--- config.mk ---
export PLATFORM = sky130hd
export DESIGN_NAME = data_cache
export DESIGN_NICKNAME = d
export VERILOG_FILES = /design/src/rtl/data_cache_pkg.sv /design/src/rtl/data_cache_array.sv /design/src/rtl/data_cache.sv
export SDC_FILE = /design/constraint.sdc
export NUM_CORES = 1
export LEC_CHECK = 0
export BUFFER_PORTS_ARGS = -buffer_cell sky130_fd_sc_hd__buf_2
export CORE_ASPECT_RATIO = 1.75
export CORE_MARGIN = 4
export CORE_UTILIZATION = 45
export DETAILED_ROUTE_END_ITERATION = 6
export HOLD_SLACK_MARGIN = 0.08
export PLACE_DENSITY = 0.58
export SLEW_MARGIN = 30
export SYNTH_ARGS = -nofsm -noshare
export SYNTH_HDL_FRONTEND = slang
export SYNTH_SLANG_ARGS = --single-unit
--- constraint.sdc ---
create_clock -name clockIn -period 4 [get_ports clockIn]
set_clock_uncertainty 0.1 [all_clocks]
set_input_delay 0 -clock clockIn [delete_from_list [all_inputs] [get_ports clockIn]]
set_output_delay 0 -clock clockIn [all_outputs]
set_load 0.01 [all_outputs]
--- src/rtl/data_cache_pkg.sv ---
// data_cache_pkg: shared encodings, geometry and byte-lane helpers for the data cache.
package data_cache_pkg;
  localparam int INDEX_WIDTH = 4;
  localparam int TAG_WIDTH = 32 - 2 - INDEX_WIDTH;
  localparam int LINES = 1 << INDEX_WIDTH;
  localparam logic [1:0] ACC_NONE = 2'b00;
  localparam logic [1:0] ACC_BYTE = 2'b01;
  localparam logic [1:0] ACC_HALF = 2'b10;
  localparam logic [1:0] ACC_WORD = 2'b11;
  localparam logic [1:0] IO_WINDOW = 2'b11;
  typedef enum logic [1:0] {IDLE, RD_MEM, WR_MEM, DONE} cacheState;
  function automatic logic [1:0] lastByte(input logic [1:0] acc);
    return acc == ACC_WORD ? 2'd3 : acc == ACC_HALF ? 2'd1 : 2'd0;
  endfunction
  function automatic logic isIo(input logic [31:0] addr);
    return addr[17:16] == IO_WINDOW;
  endfunction
  // Zero-extended byte/half/word taken from byte offset off of a little-endian word.
  function automatic logic [31:0] extractField(input logic [31:0] word, input logic [1:0] off, input logic [1:0] last);
    logic [31:0] s;
    s = word >> {off, 3'b000};
    return last == 2'd3 ? s : last == 2'd1 ? {16'h0, s[15:0]} : {24'h0, s[7:0]};
  endfunction
  function automatic logic [3:0] byteEnable(input logic [1:0] off, input logic [1:0] last);
    return (last == 2'd3 ? 4'hF : last == 2'd1 ? 4'h3 : 4'h1) << off;
  endfunction
endpackage

--- src/rtl/data_cache_array.sv ---
// data_cache_array: direct-mapped valid/tag/data store with combinational lookup and a byte-enable write port.
module data_cache_array
  import data_cache_pkg::*;
(
  input  logic                   clockIn,
  input  logic                   resetIn,
  input  logic [INDEX_WIDTH-1:0] lookupIndex,
  input  logic [TAG_WIDTH-1:0]   lookupTag,
  output logic                   hit,
  output logic [31:0]            lineData,
  input  logic                   writeEn,
  input  logic                   fillEn,
  input  logic [INDEX_WIDTH-1:0] writeIndex,
  input  logic [TAG_WIDTH-1:0]   writeTag,
  input  logic [3:0]             writeMask,
  input  logic [31:0]            writeData
);
  logic [LINES-1:0] valid;
  logic [TAG_WIDTH-1:0] tags [LINES];
  logic [31:0] lines [LINES];
  assign hit = valid[lookupIndex] && tags[lookupIndex] == lookupTag;
  assign lineData = lines[lookupIndex];
  always_ff @(posedge clockIn or negedge resetIn)
    if (!resetIn) valid <= '0;
    else if (writeEn && fillEn) valid[writeIndex] <= 1'b1;
  // Only the valid bits need reset; tag and data are qualified by them.
  always_ff @(posedge clockIn) begin
    if (writeEn && fillEn) tags[writeIndex] <= writeTag;
    for (int b = 0; b < 4; b++)
      if (writeEn && writeMask[b]) lines[writeIndex][8*b +: 8] <= writeData[8*b +: 8];
  end
endmodule

--- src/rtl/data_cache.sv ---
// data_cache: write-through, no-write-allocate load cache that serialises misses, stores and IO onto the byte bus.
module data_cache
  import data_cache_pkg::*;
(
  input  logic        clockIn,
  input  logic        resetIn,
  input  logic [1:0]  accessType,
  input  logic        readWriteIn,
  input  logic [31:0] dataAddr,
  input  logic [31:0] dataIn,
  output logic        dataValid,
  output logic [31:0] dataOut,
  output logic        dataWriteSuc,
  output logic        memReq,
  input  logic        memGrant,
  output logic [31:0] memAddr,
  output logic        memWrite,
  output logic [7:0]  memDataOut,
  input  logic [7:0]  memDataIn,
  input  logic        ioBufferFull
);
  cacheState state, nextState;
  logic [31:0] addrQ, dataQ, wordBuf, wordNext, lineData, cacheWriteAddr, cacheWriteData;
  logic [1:0] sizeQ, lastQ, byteCnt, captIdx;
  logic [3:0] cacheMask;
  logic ioQ, issuedAll, captPending, hit, request, issue, lastCapture, cacheWrite, cacheFill;
  assign request = state == IDLE && accessType != ACC_NONE;
  assign issue = memReq && memGrant;
  assign lastCapture = state == RD_MEM && captPending && captIdx == lastQ;
  always_comb begin
    wordNext = wordBuf;
    wordNext[{captIdx, 3'b000} +: 8] = memDataIn;
  end
  always_ff @(posedge clockIn or negedge resetIn)
    if (!resetIn) state <= IDLE;
    else state <= nextState;
  always_comb
    nextState = state == IDLE ? (!request ? IDLE : !readWriteIn ? WR_MEM : (isIo(dataAddr) || !hit) ? RD_MEM : IDLE)
              : state == RD_MEM ? (lastCapture ? DONE : RD_MEM)
              : state == WR_MEM ? ((issue && byteCnt == lastQ) ? IDLE : WR_MEM)
              : IDLE;
  // Cacheable misses fetch the whole aligned word; IO reads and all writes walk from the access address.
  always_comb begin
    memReq = state == RD_MEM ? !issuedAll : state == WR_MEM ? !(ioQ && ioBufferFull) : 1'b0;
    memWrite = memReq && state == WR_MEM;
    memAddr = memReq ? ((state == RD_MEM && !ioQ) ? {addrQ[31:2], 2'b00} : addrQ) + {30'd0, byteCnt} : '0;
    memDataOut = memWrite ? dataQ[{byteCnt, 3'b000} +: 8] : '0;
  end
  always_comb begin
    cacheFill = lastCapture && !ioQ;
    cacheWrite = cacheFill || (request && !readWriteIn && !isIo(dataAddr) && hit);
    cacheWriteAddr = cacheFill ? addrQ : dataAddr;
    cacheMask = cacheFill ? 4'hF : byteEnable(dataAddr[1:0], lastByte(accessType));
    cacheWriteData = cacheFill ? wordNext : dataIn << {dataAddr[1:0], 3'b000};
  end
  always_ff @(posedge clockIn or negedge resetIn)
    if (!resetIn) begin
      addrQ <= '0;
      dataQ <= '0;
      sizeQ <= '0;
      lastQ <= '0;
      ioQ <= 1'b0;
      byteCnt <= '0;
      captIdx <= '0;
      issuedAll <= 1'b0;
      captPending <= 1'b0;
      wordBuf <= '0;
      dataValid <= 1'b0;
      dataOut <= '0;
      dataWriteSuc <= 1'b0;
    end else begin
      dataValid <= 1'b0;
      dataWriteSuc <= 1'b0;
      captPending <= 1'b0;
      if (request) begin
        addrQ <= dataAddr;
        dataQ <= dataIn;
        sizeQ <= lastByte(accessType);
        lastQ <= (readWriteIn && !isIo(dataAddr)) ? 2'd3 : lastByte(accessType);
        ioQ <= isIo(dataAddr);
        byteCnt <= '0;
        issuedAll <= 1'b0;
        wordBuf <= '0;
        if (readWriteIn && !isIo(dataAddr) && hit) begin
          dataValid <= 1'b1;
          dataOut <= extractField(lineData, dataAddr[1:0], lastByte(accessType));
        end
      end
      // Counter holds on ungranted cycles and parks at the last byte instead of wrapping.
      if (issue) begin
        captPending <= state == RD_MEM;
        captIdx <= byteCnt;
        if (byteCnt == lastQ) issuedAll <= 1'b1;
        else byteCnt <= byteCnt + 2'd1;
      end
      if (captPending) wordBuf <= wordNext;
      if (lastCapture) begin
        dataValid <= 1'b1;
        dataOut <= extractField(wordNext, ioQ ? 2'b00 : addrQ[1:0], sizeQ);
      end
      if (state == WR_MEM && issue && byteCnt == lastQ) dataWriteSuc <= 1'b1;
    end
  data_cache_array array (
    .clockIn(clockIn),
    .resetIn(resetIn),
    .lookupIndex(dataAddr[2 +: INDEX_WIDTH]),
    .lookupTag(dataAddr[31 -: TAG_WIDTH]),
    .hit(hit),
    .lineData(lineData),
    .writeEn(cacheWrite),
    .fillEn(cacheFill),
    .writeIndex(cacheWriteAddr[2 +: INDEX_WIDTH]),
    .writeTag(cacheWriteAddr[31 -: TAG_WIDTH]),
    .writeMask(cacheMask),
    .writeData(cacheWriteData)
  );
endmodule
# Yosys cells after proc, flatten, opt, wreduce, memory -nomap -nowiden
# Memory sizes are Yosys's and may differ from the RTL's.
# Index checks and enable logic that the tools add are counted.
[classes] n_shift=7 mux=57 n_eq_ne=12 n_reduce_logical=37 n_bitwise=1 addsub=3 n_lt_le_gt_ge=3
[op_table] op="two-way mux 32 bit" n=10
[op_table] op="right shift 32 x 5 -> 32 bit" n=2
[op_table] op="adder 32 x 2 -> 32 bit" n=1
[op_table] op="bitwise mux 32 bit" n=1
[op_table] op="two-way mux 16 bit" n=2
[op_table] op="variable shift 8 x 7 -> 32 bit, first input constant" n=1
[op_table] op="indexed part select 32 x 6 -> 8 bit" n=1
[op_table] op="indexed part select 8 x 7 -> 32 bit" n=1
[op_table] op="left shift 32 x 5 -> 32 bit" n=1
[op_table] op="two-way mux 2 bit" n=15
[op_table] op="equality test 26 bit" n=1
[op_table] op="two-way mux 1 bit" n=24
[op_table] op="logical AND 1 bit" n=23
[op_table] op="OR 16 bit" n=1
[op_table] op="equality test 2 bit, second input constant" n=6
[op_table] op="less-than comparator 4 x 5 -> 1 bit, second input constant" n=2
[op_table] op="two-way mux 4 bit" n=2
[op_table] op="two-way mux 8 bit" n=1
[op_table] op="nonzero test 2 bit" n=4
[op_table] op="negation 5 -> 7 bit" n=1
[op_table] op="equality test 2 x 1 -> 1 bit, second input constant" n=3
[op_table] op="logical NOT 1 bit" n=6
[op_table] op="binary-select mux 1 bit (select 4 bit)" n=1
[op_table] op="demux 1 bit (select 4 bit)" n=1
[op_table] op="other kinds (7)" n=9
[totals] ram_bits=928 inputBits=79 word_cells=137 reg_bits=159 memories=2 out_inout_bits=76
[mem_list] name="array.lines" words=16 width=32 read_ports=1 rd_clocked_by_memory_dff=0 write_ports=1 line_no="data_cache_array.sv:20" rtl="logic [31:0] lines [LINES];"
[mem_list] name="array.tags" words=16 width=26 read_ports=1 rd_clocked_by_memory_dff=0 write_ports=1 line_no="data_cache_array.sv:19" rtl="logic [TAG_WIDTH-1:0] tags [LINES];"

# Longest topological paths before layout
# Gate-level depths: netlist of run 1.
[depth] word_depth=11 depth_mapped=17 ltp_nobuf=12

# By module
# A second synthesis of run 1 with hierarchy kept.
[unflattened] cells_unflattened=2787 hier_area_um2=46034.2
[by_module_without_submodules] module="data_cache_array" instances=1 cells_per_inst=1600 seq_area_each_um2=28267.1 area_each_um2=36525.0
[by_module_without_submodules] module="data_cache" instances=1 cells_per_inst=1187 seq_area_each_um2=3578.4 area_each_um2=9509.1

# Worst setup path after synthesis of run 1
# OpenSTA, ideal clock, no wires.
[synth_timing] path_type="in2reg" from="input port dataAddr[3]" to="memory array.tags[1][0] (netlist name) (enable)" n_path_buf=9 stages=12 t_arrival_ns=3.346 setup_ns=0.410 path_slack_ns=0.144 required_time_ns=3.490 cell_sequence="buf_4 -> buf_6 -> buf_4 -> buf_2 -> buf_2 -> buf_2 -> buf_2 -> buf_2 -> buf_2 -> o31ai_1 -> nand2_1 -> nor2_1"
[synth_between] elab_chain_len=8 word_cells_on_any_way=11 classes_between="1 x eq/ne; 5 x mux; 4 x reduce/logical; 1 x memory"
[synth_lines] item="start: declaration" line_no="data_cache.sv:9" rtl="input logic [31:0] dataAddr,"
[synth_lines] item="memory read (16 x 26 bit) / binary-select mux 1 bit (select 4 bit) (equally long branches)"
[synth_lines] item="equality test 26 bit / two-way mux 1 bit (equally long branches)" line_no="data_cache_array.sv:21" rtl="assign hit = valid[lookupIndex] && tags[lookupIndex] == lookupTag;"
[synth_lines] item="logical AND 1 bit" line_no="data_cache_array.sv:21"
[synth_lines] item="logical AND 1 bit" line_no="data_cache.sv:51" rtl="cacheWrite = cacheFill || (request && !readWriteIn && !isIo(dataAddr) && hit);"
[synth_lines] item="logical OR 1 bit" line_no="data_cache.sv:51"
[synth_lines] item="logical AND 1 bit" line_no="data_cache_array.sv:28" rtl="if (writeEn && fillEn) tags[writeIndex] <= writeTag;"
[synth_lines] item="two-way mux 1 bit" line_no="data_cache_array.sv:28"
[synth_lines] item="two-way mux 1 bit (not written as such)" line_no="data_cache_array.sv:28"
[synth_lines] item="end: declaration" line_no="data_cache_array.sv:19"
# Several ways; a longest one is shown, not always the timed one. The select of a mux whose other input is x is not followed.

# Worst setup path after layout of run 1
[layout_timing] from="memory array.tags[14][0] (netlist name)" to="register dataOut[13]"
[layout_between] elab_chain_len=6
[layout_lines] item="memory read (16 x 26 bit)"
[layout_lines] item="equality test 26 bit" line_no="data_cache_array.sv:21"
[layout_lines] item="logical AND 1 bit" line_no="data_cache_array.sv:21"
[layout_lines] item="logical AND 1 bit" line_no="data_cache.sv:84" rtl="if (readWriteIn && !isIo(dataAddr) && hit) begin"
[layout_lines] item="nonzero test 2 bit (no source line)"
[layout_lines] item="AND reduction 2 bit (no source line)"
[layout_lines] item="end signal: assignment" line_no="data_cache.sv:86" rtl="dataOut <= extractField(lineData, dataAddr[1:0], lastByte(accessType));"
[layout_lines] item="end signal: assignment" line_no="data_cache.sv:99" rtl="dataOut <= extractField(wordNext, ioQ ? 2'b00 : addrQ[1:0], sizeQ);"
[layout_lines] item="end: declaration" line_no="data_cache.sv:12" rtl="output logic [31:0] dataOut,"
# No other way between the ends.
# A chain may end at the register's enable or synchronous reset.

==> results of run 1 <==
-- Yosys cell counts, types with 6 or more instances --
master      n  area share, %
a211oi_1   18           0.29
a21o_1      6          0.097
a21oi_1    83           0.90
a221oi_1   23           0.43
a22o_1      9           0.17
a22oi_1    72            1.2
a31oi_1     8           0.11
and3_1      9           0.12
buf_1      23           0.19
buf_2      38           0.41
buf_4      12           0.19
buf_6       7           0.17
clkbuf_1  103           0.83
dfrtp_1   159            8.6
edfxtp_1  928             60
ha_1        7           0.19
inv_1      29           0.23
mux2_2     42            1.0
mux2_4     24           0.78
mux2i_1   246            5.3
mux4_2    140            6.8
nand2_1   433            3.5
nand2b_1    9           0.12
nand3_1    38           0.41
nand4_1    10           0.13
nor2_1    182            1.5
nor2b_1    43           0.58
nor3_1     19           0.20
o211ai_1   35           0.57
o21ai_0   113            1.2
o221ai_1   10           0.19
o22a_1      6           0.11
o22ai_1    40           0.54
o31ai_1    18           0.29
or2_2      17           0.23
or3_1       9           0.12
xnor2_1    25           0.47
xor2_1     32           0.60
-- report_power, final --
group,internal [mW],switching [mW]
Combinational,1.72,2.87
Clock,5.40,4.24
Sequential,12.7,0.536
Total,19.9,7.64
-- layer usage --
| layer | vias to the layer above | part of all wire (%) | wire length [um] | global-route usage (%) |
|---|---|---|---|---|
| met2 | 1217 | 54 | 79300 | 49.9 |
| met3 | 383 | 5.2 | 7700 | 3.23 |
| met5 | - | 0.019 | 28 | 0 |
| met1 | 15300 | 34 | 50300 | 29.3 |
| li1 | 12900 | - | - | - |
| met4 | 4 | 6.4 | 9360 | 15.1 |
-- layout by cell type, fill, tap and decap left out, drive strengths merged, types with 40 or more instances in the layout --
master / Yosys / final
mux4: 140 / 140
dlygate4sd3: 0 / 139
edfxtp: 928 / 928
a21oi: 83 / 83
nor2: 182 / 182
o22ai: 40 / 40
dfrtp: 159 / 159
nor2b: 43 / 43
clkbuf: 103 / 144
a22oi: 72 / 72
o21ai: 115 / 115
nand2: 433 / 433
mux2i: 246 / 246
buf: 80 / 460
mux2: 68 / 68
-- sequential cells by signal, summed over array words and instances (netlist names) --
register,count
captPending,1
dataWriteSuc,1
dataOut,32
sizeQ,2
dataValid,1
dataQ,32
array.tags,416
array.valid,16
array.lines,512
issuedAll,1
addrQ,32
captIdx,2
lastQ,2
ioQ,1
byteCnt,2
wordBuf,32
state,2
-- through the flow --
step | std cells | total power [mW]
6_report | 5037 | 27.5
5_1_grt | 5035 | 28.5
4_1_cts | 5031 | 27.6
3_5_place_dp | 4704 | 17.8
3_3_place_gp | 4704 | 17.7
2_1_floorplan | 3094 | 15.8
-- cell families (layout without fill, tap and decap cells) --
logic type,after synthesis,in the layout
mux,454,454
buf+inv,214,816
simple gates,798,799
xor+xnor,57,57
fa+ha+maj,8,8
compound gates,476,476
flops,1087,1087
other cells,0,6
-- final timing paths --
check | from | to | slack (ps) | cells past startpoint
setup / recovery | array.tags[14][0]$_DFFE_PP_ | dataOut[13]$_DFFE_PN0P_ | 60 | 10
max in group asynchronous | resetIn | dataOut[14]$_DFFE_PN0P_ | 2880 | 4
hold reg to reg | array.valid[8]$_DFFE_PN0P_ | array.valid[8]$_DFFE_PN0P_ | 370 | 1
hold / removal | ioBufferFull | captIdx[0]$_DFFE_PN0P_ | 130 | 7
setup reg to reg | array.tags[14][0]$_DFFE_PP_ | dataOut[13]$_DFFE_PN0P_ | 60 | 10
min in group asynchronous | resetIn | addrQ[13]$_DFFE_PN0P_ | 340 | 4
-- layout make-up --
| type | count | area, um2 | area share, % |
|---|---|---|---|
| Sequential cell | 1087 | 31800 | 57.2 |
| Multi-Input combinational cell | 1794 | 13900 | 25.0 |
| Timing Repair Buffer | 599 | 4830 | 8.67 |
| Clock buffer | 144 | 2910 | 5.23 |
| Tap cell | 1334 | 1670 | 3.00 |
| Clock inverter | 42 | 380 | 0.683 |
| Inverter | 31 | 116 | 0.209 |
| Antenna cell | 6 | 15.0 | 0.0270 |
-- repair_timing --
item,CTS,global route
hold buffers,140,0
endpoints found under the setup margin,29,544
resized for setup,3,8
pin swaps,0,1
gates cloned,1,0
setup buffers,0,0
hold endpoints to repair,1078,0
-- critical path, delay by kind of cell (launching register included) --
family / cells / cell delay, ps
AOI/OAI and AO/OA: 2 / 630
xor gates and xnor gates: 1 / 100
buffers and inverters: 1 / 190
DFF: 1 / 370
muxes: 3 / 980
and+or+nand+nor: 3 / 1430
==> reports/metrics.yaml, run 1 <==
drv_cap: 0
pre_cts_slack_ps: -162
vias_per_cell: 5.91
insertion_delay_ps: 710
grt_pass1_vias: 30800
antenna_found_initial: 8
syn_area_mm2: 0.0464
portBuffers: 154
num_vias: 29800
worstMarginPinSlew_ps: 1040
peakVddDrop_uv: 380
die_area_mm2: 0.109
cts_buffers: 99
yosys.area_share.simple_pct: 7.36
clockRootBuffer: "clkbuf_16"
gp_congestion: 0.923
postLayoutCoreUtil_pct: 54.5
drt_iter0_drc: 2615
grtUsageTotal_pct: 26.7
floorplan.rows: 155
postSynthAreaPerCell_um2: 15.0
synth_xor_area_share_pct: 1.08
grt_overflow: 0
status: "finished, final reports clean"
wl_per_cell_um: 29.1
place_area_mm2: 0.0509
pin_count: 155
worstPathArrival_ps: 4410
netlist_instances: 3094
synth_top_family_by_area: "multiplexers"
fmax_ghz: 0.254
cp_max_fo: 15
firstDrtPassIters: 5
cts_tree: "done"
post-route-period-util_pct: 98.4
power.leakage_nw: 20.3
end_kind: "register"
startpoint_type: "register"
rsz0062_at_grt: "false"
synth_edf_count: 928
slew_violations: 0
post-dp-hpwl_um: 103000
synth_nets: 3181
syn_to_final_growth_pct: 20.0
clockBufferDepth: 3
die_w_um: 251
synth_seq_cells: 1087
drc: 0
async_flop_share_pct: 14.6
synth_ff_type: "edfxtp_1"
timing_worst_setup_path_type: "reg2reg"
die_h_um: 433
tns_ps: 0
crit_chain: "mux4_2, mux2i_1, xnor2_1, a2111oi_0, a41oi_1, or4_1, or4b_4, buf_4, and2_4, mux2_4"
hold_viol_final: 0
drtAntennaViolNets: 0
start_util_pct: 45.4
layout-drive-gt1-share_pct: 24.0
cpPeakStageDelay_ps: 590
cts_num_sinks: 1087
synth_warnings: 0
path_clk_slew_ps: 70
cp.required_ps: 4470
synthMuxAreaShare_pct: 13.9
ys_seq_area_share_pct: 68.6
relSlewSlack_pct: 30.7
grt_max_degree: 106
setup_viol: 0
synth-compound-area-share_pct: 6.72
hold-worst-slack_ps: 132
power_density_mw_per_mm2: 494
core_mm2: 0.102
design_area_mm2: 0.0557
synth_cell_type_count: 71
htree_levels: 3
post-route-min-period_ps: 3940
grt_pass1_wl_um: 211000
finalNetCount: 3699
setup_slack_ps: 63.4
fillers: 8196
crit_slowest_cell: "or4_1"
synth_adder_area_share_pct: 0.232
routed_wl_um: 147000
hold_path.class: "in2reg"
(Power assumes the default switching activity.)
==> inputs of run 2 (changes only) <==
==> constraint.sdc (replaced) <==
create_clock -name clockIn -period 4 [get_ports clockIn]
set_clock_uncertainty 0.1 [all_clocks]
set_input_delay 0.2 -clock clockIn [delete_from_list [all_inputs] [get_ports clockIn]]
set_output_delay 0.2 -clock clockIn [all_outputs]
set_load 0.01 [all_outputs]
==> run 2 against run 1 <==
Effect of this change:
- flip-flop and latch count unchanged
- wire length grew 0.32%
- count of clock-buffer cells in the layout decreased by 16
- combinational power grew 2%
- final cell count shrank 0.62%
- power grew 0.62%
- via count decreased by 0.87%
==> reports/metrics.yaml, run 2 (same netlist as run 1, synthesis figures left out) <==
status: "finished, final reports clean"
clockBufferDepth: 3  # unchanged
final_cell_mix: "edfxtp_1 (928), nand2_1 (433), buf_4 (313), mux2i_1 (246), nor2_1 (163)"
reg_top3: "array.lines: 512 flops, array.tags: 416 flops"
post-route-period-util_pct: 95.8  # -2.6 points
grt_pass1_vias: 30900  # +0.37%
finalPower_mw: 27.7  # +0.62%
hold_viol_final: 0  # unchanged
hold_path.class: "in2async"
power_density_mw_per_mm2: 498  # +0.76%
r2r-start: "array.tags[3][11]$_DFFE_PP_"
worstPathArrival_ps: 3530  # -880 ps
pre_cts_slack_ps: -351  # -189 ps
slew_violations: 0  # unchanged
multi_input_area_mm2: 0.0140  # +0.40%
floorplan.rows: 155  # unchanged
antenna_found_initial: 1  # -7
r2r_setup_slack_ps: 220  # +160 ps
drv_cap: 0  # unchanged
grt_pass1_wl_um: 212000  # +0.46%
die_h_um: 433  # unchanged
setup_viol: 0  # unchanged
core_mm2: 0.102  # unchanged
postLayoutCoreUtil_pct: 54.4  # -0.073 points
reg2reg_to: "dataOut[10]$_DFFE_PN0P_"
timing_worst_setup_path_type: "reg2out"
cts_num_sinks: 1087  # unchanged
peakVddDrop_uv: 413  # +8.5%
wl_per_cell_um: 29.4  # +0.94%
final-seq-area_mm2: 0.0318  # about the same
grt_overflow: 0  # unchanged
cts_buffers: 97  # -2.0%
start_util_pct: 45.4  # unchanged
worstMarginPinSlew_ps: 1000  # -36.5 ps
routed_wl_um: 147000  # +0.32%
drc: 0  # unchanged
power.leakage_nw: 20.3  # about the same
setup_slack_ps: 166  # +103 ps
path_clk_slew_ps: 70  # about the same
layout-drive-gt1-share_pct: 25.5  # +1.5 points
largest-register: "array.lines"
fmax_ghz: 0.261  # +2.7%
drtAntennaViolNets: 0  # unchanged
reg2reg_depth: 10  # unchanged
post-route-min-period_ps: 3830  # -103 ps
gp_congestion: 0.933  # +1.0%
vias_per_cell: 5.89  # -0.26%
post-dp-hpwl_um: 105000  # +2.6%
fin_cells: 5006  # -0.62%
syn_to_final_growth_pct: 19.9
die_area_mm2: 0.109  # unchanged
grt_max_degree: 81  # -24%
relSlewSlack_pct: 33.0  # +2.3 points
fillers: 8218  # +0.27%
finalNetCount: 3678  # -0.57%
htree_levels: 3  # unchanged
firstDrtPassIters: 6  # +1
cp_max_fo: 5  # -10
end_kind: "primary output"
insertion_delay_ps: 700  # about the same
grtUsageTotal_pct: 26.9  # +0.16 points
num_vias: 29500  # -0.87%
cp.required_ps: 3700  # -770 ps
antenna_cells: 0  # -6
largest_register_ffs: 512  # unchanged
die_w_um: 251  # unchanged
drt_iter0_drc: 2309  # -12%
hold-worst-slack_ps: 53.0  # -78.6 ps
cts_tree: "done"
dp.cells: 4746  # +0.89%
portBuffers: 154  # unchanged
clockRootBuffer: "clkbuf_16"
pin_count: 155  # unchanged
layout_commonest_cell: "edfxtp_1"
startpoint_type: "register"
run 2: cell types whose count changed in the layout (fill, tap and decap cells not counted), moves of 3 or more:
cell           delta
clkbuf_16         -6
clkinv_2          -4
diode_2           -6
clkbuf_1         -10
buf_4            +35
buf_6             -4
o21ai_2           -3
buf_12            +9
dlygate4sd3_1    -62
bufinv_16         +7
inv_6             +3
run 2: metrics by stage:
| stage | setup TNS, ps | area [um2] |
|---|---|---|
| finish | 0 | 55600 |
| detailed placement | -31170 | 51400 |
| CTS | 0 | 55500 |
| global route | -11.4 | 55600 |
| global placement | -18270 | 51300 |
| floorplan | 0 | 46400 |
run 2: worst max-delay path: stages, from the launching register on:
cell and delay (ps):
dfrtp_1 420, nand2b_4 180, o21a_1 220, ha_1 290, a21oi_1 70, nor2_1 170
and2_4 180, nor2b_2 180, nor2b_4 180, buf_8 160, and3_4 230, nand4_1 160
xor2_1 180, nor2_1 80, buf_2 130
run 2: area by class of cell:
cell class / instances / area share (%)
Timing Repair Buffer: 580 / 8.39
Tap cell: 1334 / 3.00
Inverter: 31 / 0.209
Clock inverter: 52 / 1.12
Sequential cell: 1087 / 57.2
Clock buffer: 128 / 4.89
Multi-Input combinational cell: 1794 / 25.1
run 2: how the worst max path moves through the flow:
stage	from	to	slack (ps)
2_1_floorplan	dataAddr[2]	array.tags[15][0]$_DFFE_PP_	40
3_3_place_gp	dataAddr[2]	dataOut[25]$_DFFE_PN0P_	-270
3_5_place_dp	dataAddr[2]	dataOut[31]$_DFFE_PN0P_	-350
4_1_cts	state[1]$_DFF_PN0_	memAddr[31]	10
5_1_grt	state[1]$_DFF_PN0_	memAddr[31]	-10
6_report	state[1]$_DFF_PN0_	memAddr[31]	170
run 2: per-layer routing:
metal | up-vias | track usage (%) | wire [um]
met1 | 15100 | 28.9 | 49600
met5 | - | 0 | 0
met2 | 1171 | 50.3 | 80000
met3 | 375 | 3.05 | 7150
li1 | 12900 | - | -
met4 | 0 | 16.4 | 10400
run 2: timing repair:
action                                  CTS  global route
gates cloned                              0             1
resized for setup                         7            12
hold endpoints to repair                219             0
endpoints found under the setup margin    8            59
buffers inserted                          0             2
pin swaps                                 2             1
hold buffers                             77             0
run 2: where the power goes:
group | total [mW] | leakage [nW] | internal (mW) | switching, mW
clock network | 9.81 | 1.63 | 5.59 | 4.22
registers | 13.2 | 10.4 | 12.7 | 0.468
logic | 4.66 | 8.29 | 1.73 | 2.93
